<file path="src/rtl/crop_pkg.sv">
// Shared definitions for the dynamic ROI crop: FSM encoding, default widths
// and the frame-start / last-pixel / span comparison helpers.
// Coordinate helpers work on CROP_CW_MAX-bit values. Callers zero-extend, so
// start+len never wraps as long as P_CW < CROP_CW_MAX.
package crop_pkg;

  localparam int unsigned CROP_DEPTH_DEF = 10;
  localparam int unsigned CROP_CH_DEF    = 3;
  localparam int unsigned CROP_CW_DEF    = 11;
  localparam int unsigned CROP_CW_MAX    = 16;

  typedef logic [CROP_CW_MAX-1:0] crop_coord_t;

  typedef enum logic [1:0] {
    ST_WAIT_SOF = 2'd0,
    ST_ACTIVE   = 2'd1,
    ST_DONE     = 2'd2
  } crop_state_e;

  // Start of frame: first valid pixel at the origin.
  function automatic logic crop_is_sof(input logic valid, input crop_coord_t x,
                                       input crop_coord_t y);
    return valid && (x == '0) && (y == '0);
  endfunction

  // Bottom-right pixel of a non-empty window.
  function automatic logic crop_is_last(input logic valid,
                                        input crop_coord_t x, input crop_coord_t y,
                                        input crop_coord_t xs, input crop_coord_t xw,
                                        input crop_coord_t ys, input crop_coord_t yw);
    logic nz;
    nz = (xw != '0) && (yw != '0);
    return valid && nz &&
           (x == xs + xw - crop_coord_t'(1)) &&
           (y == ys + yw - crop_coord_t'(1));
  endfunction

  // Half-open span test: start <= v < start+len.
  function automatic logic crop_in_span(input crop_coord_t v, input crop_coord_t start,
                                        input crop_coord_t len);
    return (v >= start) && (v < start + len);
  endfunction

endpackage

</file>
<file path="src/rtl/crop_cfg_shadow.sv">
// Window configuration shadow: a pending set written by cfg_update and an
// active set that only takes the pending values at start of frame.
// Ports: clk/rst_n, cfg_* + cfg_update (pending write), sof_c (frame start),
//        act_* (registered active set), eff_*_c (config in force this cycle,
//        i.e. already reflecting a swap happening on the SOF pixel itself).
module crop_cfg_shadow #(
  parameter int unsigned P_CW = 11
) (
  input  logic            clk,
  input  logic            rst_n,
  input  logic [P_CW-1:0] cfg_x_start,
  input  logic [P_CW-1:0] cfg_x_win,
  input  logic [P_CW-1:0] cfg_y_start,
  input  logic [P_CW-1:0] cfg_y_win,
  input  logic            cfg_update,
  input  logic            sof_c,
  output logic [P_CW-1:0] act_xs,
  output logic [P_CW-1:0] act_xw,
  output logic [P_CW-1:0] act_ys,
  output logic [P_CW-1:0] act_yw,
  output logic [P_CW-1:0] eff_xs_c,
  output logic [P_CW-1:0] eff_xw_c,
  output logic [P_CW-1:0] eff_ys_c,
  output logic [P_CW-1:0] eff_yw_c
);

  logic [P_CW-1:0] pend_xs_q, pend_xw_q, pend_ys_q, pend_yw_q;
  logic [P_CW-1:0] pend_xs_d, pend_xw_d, pend_ys_d, pend_yw_d;
  logic [P_CW-1:0] act_xs_q, act_xw_q, act_ys_q, act_yw_q;
  logic [P_CW-1:0] act_xs_d, act_xw_d, act_ys_d, act_yw_d;
  logic            pend_vld_q, pend_vld_d;
  logic            swap_c;

  // Swap uses the pending set as it stood before this cycle; a cfg_update
  // coinciding with SOF refills pending for the following frame.
  always_comb begin
    pend_xs_d  = pend_xs_q;
    pend_xw_d  = pend_xw_q;
    pend_ys_d  = pend_ys_q;
    pend_yw_d  = pend_yw_q;
    act_xs_d   = act_xs_q;
    act_xw_d   = act_xw_q;
    act_ys_d   = act_ys_q;
    act_yw_d   = act_yw_q;
    pend_vld_d = pend_vld_q;
    swap_c     = sof_c && pend_vld_q;
    if (swap_c) begin
      act_xs_d   = pend_xs_q;
      act_xw_d   = pend_xw_q;
      act_ys_d   = pend_ys_q;
      act_yw_d   = pend_yw_q;
      pend_vld_d = 1'b0;
    end
    if (cfg_update) begin
      pend_xs_d  = cfg_x_start;
      pend_xw_d  = cfg_x_win;
      pend_ys_d  = cfg_y_start;
      pend_yw_d  = cfg_y_win;
      pend_vld_d = 1'b1;
    end
    eff_xs_c = swap_c ? pend_xs_q : act_xs_q;
    eff_xw_c = swap_c ? pend_xw_q : act_xw_q;
    eff_ys_c = swap_c ? pend_ys_q : act_ys_q;
    eff_yw_c = swap_c ? pend_yw_q : act_yw_q;
  end

  always_ff @(posedge clk or negedge rst_n) begin
    if (!rst_n) begin
      pend_xs_q  <= '0;
      pend_xw_q  <= '0;
      pend_ys_q  <= '0;
      pend_yw_q  <= '0;
      act_xs_q   <= '0;
      act_xw_q   <= '0;
      act_ys_q   <= '0;
      act_yw_q   <= '0;
      pend_vld_q <= 1'b0;
    end else begin
      pend_xs_q  <= pend_xs_d;
      pend_xw_q  <= pend_xw_d;
      pend_ys_q  <= pend_ys_d;
      pend_yw_q  <= pend_yw_d;
      act_xs_q   <= act_xs_d;
      act_xw_q   <= act_xw_d;
      act_ys_q   <= act_ys_d;
      act_yw_q   <= act_yw_d;
      pend_vld_q <= pend_vld_d;
    end
  end

  assign act_xs = act_xs_q;
  assign act_xw = act_xw_q;
  assign act_ys = act_ys_q;
  assign act_yw = act_yw_q;

endmodule

</file>
<file path="src/rtl/crop_roi_dyn.sv">
// Runtime-configurable region-of-interest crop for the camera pixel stream.
// Two-cycle pipeline: stage 1 registers the pixel with window hit flags,
// stage 2 forms window-relative coordinates and gates the outputs.
// Ports: in_pclk/in_arstn, cfg_* + cfg_update (window config, applied at
//        next start of frame), in_x/in_y/in_valid/in_data (pixel in),
//        out_x/out_y/out_valid/out_hs/out_data (cropped pixel out),
//        out_frame_done (last window pixel), err_trunc (sticky truncation).
// Build option: CROP_DECIM2_EN adds 2:1 decimation in both axes.
module crop_roi_dyn
  import crop_pkg::*;
#(
  parameter int unsigned P_DEPTH = CROP_DEPTH_DEF,
  parameter int unsigned P_CH    = CROP_CH_DEF,
  parameter int unsigned P_CW    = CROP_CW_DEF
) (
  input  logic                    in_pclk,
  input  logic                    in_arstn,
  input  logic [P_CW-1:0]         cfg_x_start,
  input  logic [P_CW-1:0]         cfg_x_win,
  input  logic [P_CW-1:0]         cfg_y_start,
  input  logic [P_CW-1:0]         cfg_y_win,
  input  logic                    cfg_update,
  input  logic [P_CW-1:0]         in_x,
  input  logic [P_CW-1:0]         in_y,
  input  logic                    in_valid,
  input  logic [P_CH*P_DEPTH-1:0] in_data,
  output logic [P_CW-1:0]         out_x,
  output logic [P_CW-1:0]         out_y,
  output logic                    out_valid,
  output logic                    out_hs,
  output logic [P_CH*P_DEPTH-1:0] out_data,
  output logic                    out_frame_done,
  output logic                    err_trunc
);

  localparam int unsigned DW = P_CH * P_DEPTH;

  // Reset: asserts asynchronously, releases on the clock.
  logic [1:0] rst_sync_q, rst_sync_d;
  logic       rst_n;

  always_comb rst_sync_d = {rst_sync_q[0], 1'b1};

  always_ff @(posedge in_pclk or negedge in_arstn) begin
    if (!in_arstn) rst_sync_q <= '0;
    else           rst_sync_q <= rst_sync_d;
  end

  assign rst_n = rst_sync_q[1];

  // Config shadow and window test.
  logic [P_CW-1:0] act_xs, act_xw, act_ys, act_yw;
  logic [P_CW-1:0] eff_xs_c, eff_xw_c, eff_ys_c, eff_yw_c;
  logic            sof_c, hit_x_c, hit_y_c, last_c, act_c, zero_act_c;

  assign sof_c = crop_is_sof(in_valid, crop_coord_t'(in_x), crop_coord_t'(in_y));

  crop_cfg_shadow #(.P_CW(P_CW)) u_shadow (
    .clk         (in_pclk),
    .rst_n       (rst_n),
    .cfg_x_start (cfg_x_start),
    .cfg_x_win   (cfg_x_win),
    .cfg_y_start (cfg_y_start),
    .cfg_y_win   (cfg_y_win),
    .cfg_update  (cfg_update),
    .sof_c       (sof_c),
    .act_xs      (act_xs),
    .act_xw      (act_xw),
    .act_ys      (act_ys),
    .act_yw      (act_yw),
    .eff_xs_c    (eff_xs_c),
    .eff_xw_c    (eff_xw_c),
    .eff_ys_c    (eff_ys_c),
    .eff_yw_c    (eff_yw_c)
  );

  assign hit_x_c = crop_in_span(crop_coord_t'(in_x), crop_coord_t'(eff_xs_c),
                                crop_coord_t'(eff_xw_c));
  assign hit_y_c = crop_in_span(crop_coord_t'(in_y), crop_coord_t'(eff_ys_c),
                                crop_coord_t'(eff_yw_c));
  assign last_c  = crop_is_last(in_valid, crop_coord_t'(in_x), crop_coord_t'(in_y),
                                crop_coord_t'(eff_xs_c), crop_coord_t'(eff_xw_c),
                                crop_coord_t'(eff_ys_c), crop_coord_t'(eff_yw_c));

  // Frame state, including the SOF pixel itself which opens the frame.
  crop_state_e state_q, state_d;
  logic        err_q, err_d;

  assign act_c      = sof_c || (state_q == ST_ACTIVE);
  assign zero_act_c = (act_xw == '0) || (act_yw == '0);

  // Next state and truncation flag; a zero-size frame never completes, so
  // its restart is not a truncation.
  always_comb begin
    state_d = state_q;
    err_d   = err_q;
    if (cfg_update) err_d = 1'b0;
    unique case (state_q)
      ST_WAIT_SOF,
      ST_DONE:   if (sof_c) state_d = ST_ACTIVE;
      ST_ACTIVE: if (sof_c && !zero_act_c) err_d = 1'b1;
      default:   state_d = ST_WAIT_SOF;
    endcase
    if (act_c && last_c) state_d = ST_DONE;
  end

  always_ff @(posedge in_pclk or negedge rst_n) begin
    if (!rst_n) begin
      state_q <= ST_WAIT_SOF;
      err_q   <= 1'b0;
    end else begin
      state_q <= state_d;
      err_q   <= err_d;
    end
  end

  // Stage 1: pixel plus window flags.
  logic            s1_valid_q, s1_valid_d;
  logic [P_CW-1:0] s1_x_q, s1_x_d, s1_y_q, s1_y_d;
  logic [DW-1:0]   s1_data_q, s1_data_d;
  logic            s1_hit_x_q, s1_hit_x_d, s1_hit_y_q, s1_hit_y_d;
  logic            s1_act_q, s1_act_d, s1_last_q, s1_last_d;

  always_comb begin
    s1_valid_d = in_valid;
    s1_x_d     = in_x;
    s1_y_d     = in_y;
    s1_data_d  = in_data;
    s1_hit_x_d = hit_x_c;
    s1_hit_y_d = hit_y_c;
    s1_act_d   = act_c;
    s1_last_d  = act_c && last_c;
  end

  always_ff @(posedge in_pclk or negedge rst_n) begin
    if (!rst_n) begin
      s1_valid_q <= 1'b0;
      s1_x_q     <= '0;
      s1_y_q     <= '0;
      s1_data_q  <= '0;
      s1_hit_x_q <= 1'b0;
      s1_hit_y_q <= 1'b0;
      s1_act_q   <= 1'b0;
      s1_last_q  <= 1'b0;
    end else begin
      s1_valid_q <= s1_valid_d;
      s1_x_q     <= s1_x_d;
      s1_y_q     <= s1_y_d;
      s1_data_q  <= s1_data_d;
      s1_hit_x_q <= s1_hit_x_d;
      s1_hit_y_q <= s1_hit_y_d;
      s1_act_q   <= s1_act_d;
      s1_last_q  <= s1_last_d;
    end
  end

  // Stage 2: relative coordinates and output gating. The active set here
  // always matches the one stage 1 used, since swaps only occur on SOF.
  logic [P_CW-1:0] rel_x_c, rel_y_c;
  logic            hit_c;
  logic [P_CW-1:0] out_x_q, out_x_d, out_y_q, out_y_d;
  logic            out_valid_q, out_valid_d, out_hs_q, out_hs_d;
  logic [DW-1:0]   out_data_q, out_data_d;
  logic            out_done_q, out_done_d;

  assign rel_x_c = s1_x_q - act_xs;
  assign rel_y_c = s1_y_q - act_ys;
  assign hit_c   = s1_act_q && s1_hit_x_q && s1_hit_y_q;

  always_comb begin
    out_x_d     = '0;
    out_y_d     = '0;
    out_valid_d = 1'b0;
    out_hs_d    = 1'b0;
    out_data_d  = '0;
    out_done_d  = s1_last_q;
    if (hit_c) begin
      out_hs_d = 1'b1;
`ifdef CROP_DECIM2_EN
      // Keep only even relative rows and columns.
      out_x_d = rel_x_c >> 1;
      out_y_d = rel_y_c >> 1;
      if (!rel_x_c[0] && !rel_y_c[0]) begin
        out_valid_d = s1_valid_q;
        out_data_d  = s1_data_q;
      end
`else
      out_x_d     = rel_x_c;
      out_y_d     = rel_y_c;
      out_valid_d = s1_valid_q;
      out_data_d  = s1_data_q;
`endif
    end
  end

  always_ff @(posedge in_pclk or negedge rst_n) begin
    if (!rst_n) begin
      out_x_q     <= '0;
      out_y_q     <= '0;
      out_valid_q <= 1'b0;
      out_hs_q    <= 1'b0;
      out_data_q  <= '0;
      out_done_q  <= 1'b0;
    end else begin
      out_x_q     <= out_x_d;
      out_y_q     <= out_y_d;
      out_valid_q <= out_valid_d;
      out_hs_q    <= out_hs_d;
      out_data_q  <= out_data_d;
      out_done_q  <= out_done_d;
    end
  end

  assign out_x          = out_x_q;
  assign out_y          = out_y_q;
  assign out_valid      = out_valid_q;
  assign out_hs         = out_hs_q;
  assign out_data       = out_data_q;
  assign out_frame_done = out_done_q;
  assign err_trunc      = err_q;

endmodule

</file>
<file path="config.mk">
export PLATFORM = sky130hd
export DESIGN_NAME = crop_roi_dyn
export DESIGN_NICKNAME = d
export VERILOG_FILES = /design/src/rtl/crop_pkg.sv /design/src/rtl/crop_cfg_shadow.sv /design/src/rtl/crop_roi_dyn.sv
export SDC_FILE = /design/constraint.sdc
export NUM_CORES = 1
export LEC_CHECK = 0
export BUFFER_PORTS_ARGS = -buffer_cell sky130_fd_sc_hd__clkbuf_2
export CAP_MARGIN = 15
export CORE_MARGIN = 2
export CORE_UTILIZATION = 52
export DETAILED_ROUTE_END_ITERATION = 7
export HOLD_SLACK_MARGIN = 0.12
export PLACE_DENSITY_LB_ADDON = 0.12
export SLEW_MARGIN = 30
export SYNTH_ARGS = -nofsm -noshare
export SYNTH_HDL_FRONTEND = slang
export SYNTH_SLANG_ARGS = --single-unit
</file>
<file path="constraint.sdc">
create_clock -name in_pclk -period 5.7 [get_ports in_pclk]
set_input_delay 0.57 -clock in_pclk [delete_from_list [all_inputs] [get_ports in_pclk]]
set_output_delay 0.57 -clock in_pclk [all_outputs]
set_load 0.02 [all_outputs]
</file>
==> metrics.txt <==
total negative slack for setup checks=0 ns; chip width=147.2 um; endpoint of the worst hold path=s1_data_q[5]$_DFF_PN0_; sequential share of the synthesized area=0.4832; worst-margin pin slew=0.8219 ns; number of nets produced by synthesis=1159; gate count after technology mapping=between 900 and 1000; share of synthesized flip-flops with an asynchronous set or reset=1.000; half-perimeter wire length of the detailed placement result=17940 um; Internal Power=2.569 mW; outcome=complete, no violations; CP bufs+invs=3; number of instances resized during post-cts repair=0; detail-routed via count per cell=5.207; top-count cell post-synth=sky130_fd_sc_hd__dfrtp_1; worst endpoint required time=~6.1 ns; portion of total power attributed to sequential cells=0.469; Top FF cell, synth=sky130_fd_sc_hd__dfrtp_1; Hold Slack=0.1556 ns; final worst clock skew=0.007384 ns; number of remaining DRC errors=0; CTS clock-pin slew for the worst setup and hold paths=0.06 ns; detailed-router iteration count before antenna repair=5; area share of the largest cell type after synthesis=0.4832; post-detailed-route wirelength per cell=about 16 um; fillcell total=1676; r2r worst-path depth=16; cell type with the largest total area after synthesis=sky130_fd_sc_hd__dfrtp_1; Setup violations, final=0; Clock Path Buffers=3; largest net degree at the start of global routing=71; Worst Setup Path Type=in -> reg; worst vdd rail ir drop=210.9 uV; Yosys cell types=77; setup repair bufs after CTS=0; Synth warnings=0; Top Ports=156; type of destination of the critical path=flip-flop; nets=around 1300; TritonCTS clock tree=done; count of cells along the worst hold path=1; Tmin final=5.114 ns; arrival time worst endpoint=5.50 ns; antenna fix cells=0; Chip Height=147.2 um; number of buffers created by CTS=23; synthesized area per cell=10.99 um^2; Final Instance Area=between 10000 and 15000 um^2; combined area of all synthesized cells=10670 um^2; post-route total power=3.336 mW; Slew headroom=0.4505; NetSw=0.7664 mW; Sink Count=206; standby leakage power=6.531 nW; Post-synth EDFFs=0; worst-path cell chain=clkbuf_2, nor4_4, and4_2, nand3_2, buf_4, mux2i_1, inv_1, fa_1, maj3_1, o21a_1, and3_1, a211o_2, o31ai_1, xor2_1, nand2_1, a2111oi_4, o211ai_2, a2111oi_4, a21oi_1; die outline area=about 22000 um^2; synthesis-to-layout area growth=19.80%; placement row count=52; crit path max fanout=14; Critical R2R Launch=u_shadow.pend_vld_q$_DFFE_PN0P_; Critical Path Max Stage Delay=0.57 ns; Top Family by Delay on Critical Path=compound AO/OA/AOI/OAI gates; CTS Root Buffer Type=sky130_fd_sc_hd__clkbuf_16; minimum setup slack among reg-to-reg paths=~0.93 ns; path type of the worst min-delay path=in -> reg; Total Routed Length=23550 um; maximum frequency from static timing analysis=0.1956 GHz; placer congestion estimate=0.9152; gr ovfl total=0; non-filler instance count after layout=about 1400; power density cells=261.0 nW/um^2; DR vias=7530; max_cap viols=0; master of the slowest instance on the critical path=sky130_fd_sc_hd__fa_1; Final Hold Violating Endpoints=0; #FFs+latches synth=206; share of the clock period used by the worst path after layout=0.8971; number of buffers added to fix hold violations after cts=1; Port-buffer cells=155; Detailed Route Iter0 Violations=344; share of power burned in combinational logic=0.077; top cells by area in the synthesized netlist=sky130_fd_sc_hd__dfrtp_1 48%, sky130_fd_sc_hd__ha_1 9.9%, sky130_fd_sc_hd__mux2_2 4.9%, sky130_fd_sc_hd__nand2_1 3.5%, sky130_fd_sc_hd__xnor2_1 3.4%; Antenna Violating Nets Remaining=0; Initial Util=0.5290; CP Launch Type=input pin; Global Route Usage Sum=0.2261; via count of the first global-routing pass=between 7000 and 8000; H-Tree Level Count=1; CP dominant cell by count=sky130_fd_sc_hd__a2111oi_4; unrepaired setup endpoints after global routing=false; CORE AREA=20170 um^2; Slew Limit Fails=0; ratio of cells with drive above 1 in the final layout=0.2585; instance area after placement=around 12000 um^2; net switching share of the total power=0.2298; leading post-synthesis cells by instance count=206 x sky130_fd_sc_hd__dfrtp_1, 100 x sky130_fd_sc_hd__nand2_1, 84 x sky130_fd_sc_hd__ha_1, 75 x sky130_fd_sc_hd__inv_1, 46 x sky130_fd_sc_hd__mux2_2; first-pass GRT wire length=39010 um; Crit Reg-Reg Endpoint=state_q[0]$_DFFE_PN0P_; part of the total power dissipated in the clock network=0.453; number of placed instances with taps included=roughly 1400; hold path start=in_data[5]; initial antenna violation count=0; later-pin clock latency in the skew report=0.51 ns
cell type report:
type / count / area (um^2) / area share
inverters: 75 / 281.5 / 0.02203
multi-input cells: 664 / 5135 / 0.4018
clock buffers: 29 / 628.1 / 0.04914
clock inverters: 13 / 161.4 / 0.01263
flip-flops and latches: 206 / 5159 / 0.4036
well taps: 270 / 337.8 / 0.02643
repair buffers: 189 / 1079 / 0.08439
state kept, by name, summed over array words and instances, names as in the netlist, 2 cells and up:
| register | flops |
|---|---|
| u_shadow.pend_xs_q | 11 |
| u_shadow.act_xs | 11 |
| out_y | 11 |
| u_shadow.act_ys | 11 |
| s1_data_q | 30 |
| s1_y_q | 11 |
| u_shadow.pend_ys_q | 11 |
| state_q | 2 |
| u_shadow.pend_xw_q | 11 |
| u_shadow.pend_yw_q | 11 |
| out_x | 11 |
| u_shadow.act_yw | 11 |
| out_data | 30 |
| u_shadow.act_xw | 11 |
| rst_sync_q | 2 |
| s1_x_q | 11 |
stage by stage:
step,worst slack [ns],utilization
CTS,0.6360,0.6323
global placement,0.2417,0.5927
finish,0.5863,0.6337
detailed placement,0.07420,0.5927
floorplan,0.2818,-
global route,0.2711,0.6337
metal layers:
layer | wire [um] | track usage | vias up
met4 | 330 | 0.04519 | 0
met1 | 11210 | 0.3334 | 3581
li1 | - | - | 3749
met5 | 0 | 0 | -
met3 | 1500 | 0.03975 | 24
met2 | 10510 | 0.3549 | 176
cell usage in the layout (no fill, tap or decap), types with 4 or more instances in the layout:
cell type                      n
sky130_fd_sc_hd__fa_1          4
sky130_fd_sc_hd__o21ai_0      29
sky130_fd_sc_hd__clkbuf_16    23
sky130_fd_sc_hd__nor4b_1       4
sky130_fd_sc_hd__o21bai_1     14
sky130_fd_sc_hd__mux2_2       46
sky130_fd_sc_hd__nand4_1       6
sky130_fd_sc_hd__clkinvlp_4    4
sky130_fd_sc_hd__nand2_1     100
sky130_fd_sc_hd__inv_1        75
sky130_fd_sc_hd__nand2b_1     10
sky130_fd_sc_hd__o22ai_1       4
sky130_fd_sc_hd__o21a_1       14
sky130_fd_sc_hd__nand3_1      13
sky130_fd_sc_hd__o211ai_1      9
sky130_fd_sc_hd__and2_1       36
sky130_fd_sc_hd__nor4_1       15
sky130_fd_sc_hd__or2_2         4
sky130_fd_sc_hd__a31oi_1       4
sky130_fd_sc_hd__nor2_1       38
sky130_fd_sc_hd__clkbuf_2    155
sky130_fd_sc_hd__nor3_1       13
sky130_fd_sc_hd__and3_1        9
sky130_fd_sc_hd__ha_1         84
sky130_fd_sc_hd__a21oi_1      37
sky130_fd_sc_hd__mux2i_1      21
sky130_fd_sc_hd__a21o_1       17
sky130_fd_sc_hd__buf_4        30
sky130_fd_sc_hd__maj3_1        7
sky130_fd_sc_hd__nor2b_1       7
sky130_fd_sc_hd__xor2_1       15
sky130_fd_sc_hd__dfrtp_1     205
sky130_fd_sc_hd__xnor2_1      42
cells by family (layout without fill, tap and decap cells):
logic type / count (synthesis) / in the layout / share of synthesized area
buffers and inverters: 101 / 306 / 0.03624
AND/OR/NAND/NOR: 285 / 285 / 0.1437
other: 1 / 1 / 0.0003515
flip-flops: 206 / 206 / 0.4832
XOR/XNOR: 60 / 60 / 0.05301
adder cells (fa/ha/maj): 95 / 95 / 0.1126
multiplexers: 67 / 67 / 0.06825
AO/OA/AOI/OAI: 156 / 156 / 0.1027
power groups by stage:
stage          combinational, mW  sequential, mW  clock, mW
2_1_floorplan              0.142            1.60          0
3_3_place_gp               0.253            1.59          0
3_5_place_dp               0.257            1.59          0
4_1_cts                    0.260            1.57       1.55
5_1_grt                    0.291            1.57       1.63
6_report                   0.258            1.57       1.51
worst max-delay path by stage:
stage | start | endpoint | slack, ns | cells past startpoint
6_report | in_y[3] | state_q[0]$_DFFE_PN0P_ | 0.59 | 19
5_1_grt | in_x[8] | state_q[0]$_DFFE_PN0P_ | 0.27 | 19
4_1_cts | in_y[3] | state_q[1]$_DFFE_PN0P_ | 0.64 | 19
3_5_place_dp | in_y[3] | state_q[0]$_DFFE_PN0P_ | 0.07 | 19
3_3_place_gp | in_y[3] | state_q[1]$_DFFE_PN0P_ | 0.24 | 19
2_1_floorplan | in_x[8] | state_q[1]$_DFFE_PN0P_ | 0.28 | 19
(Power assumes the default switching activity.)
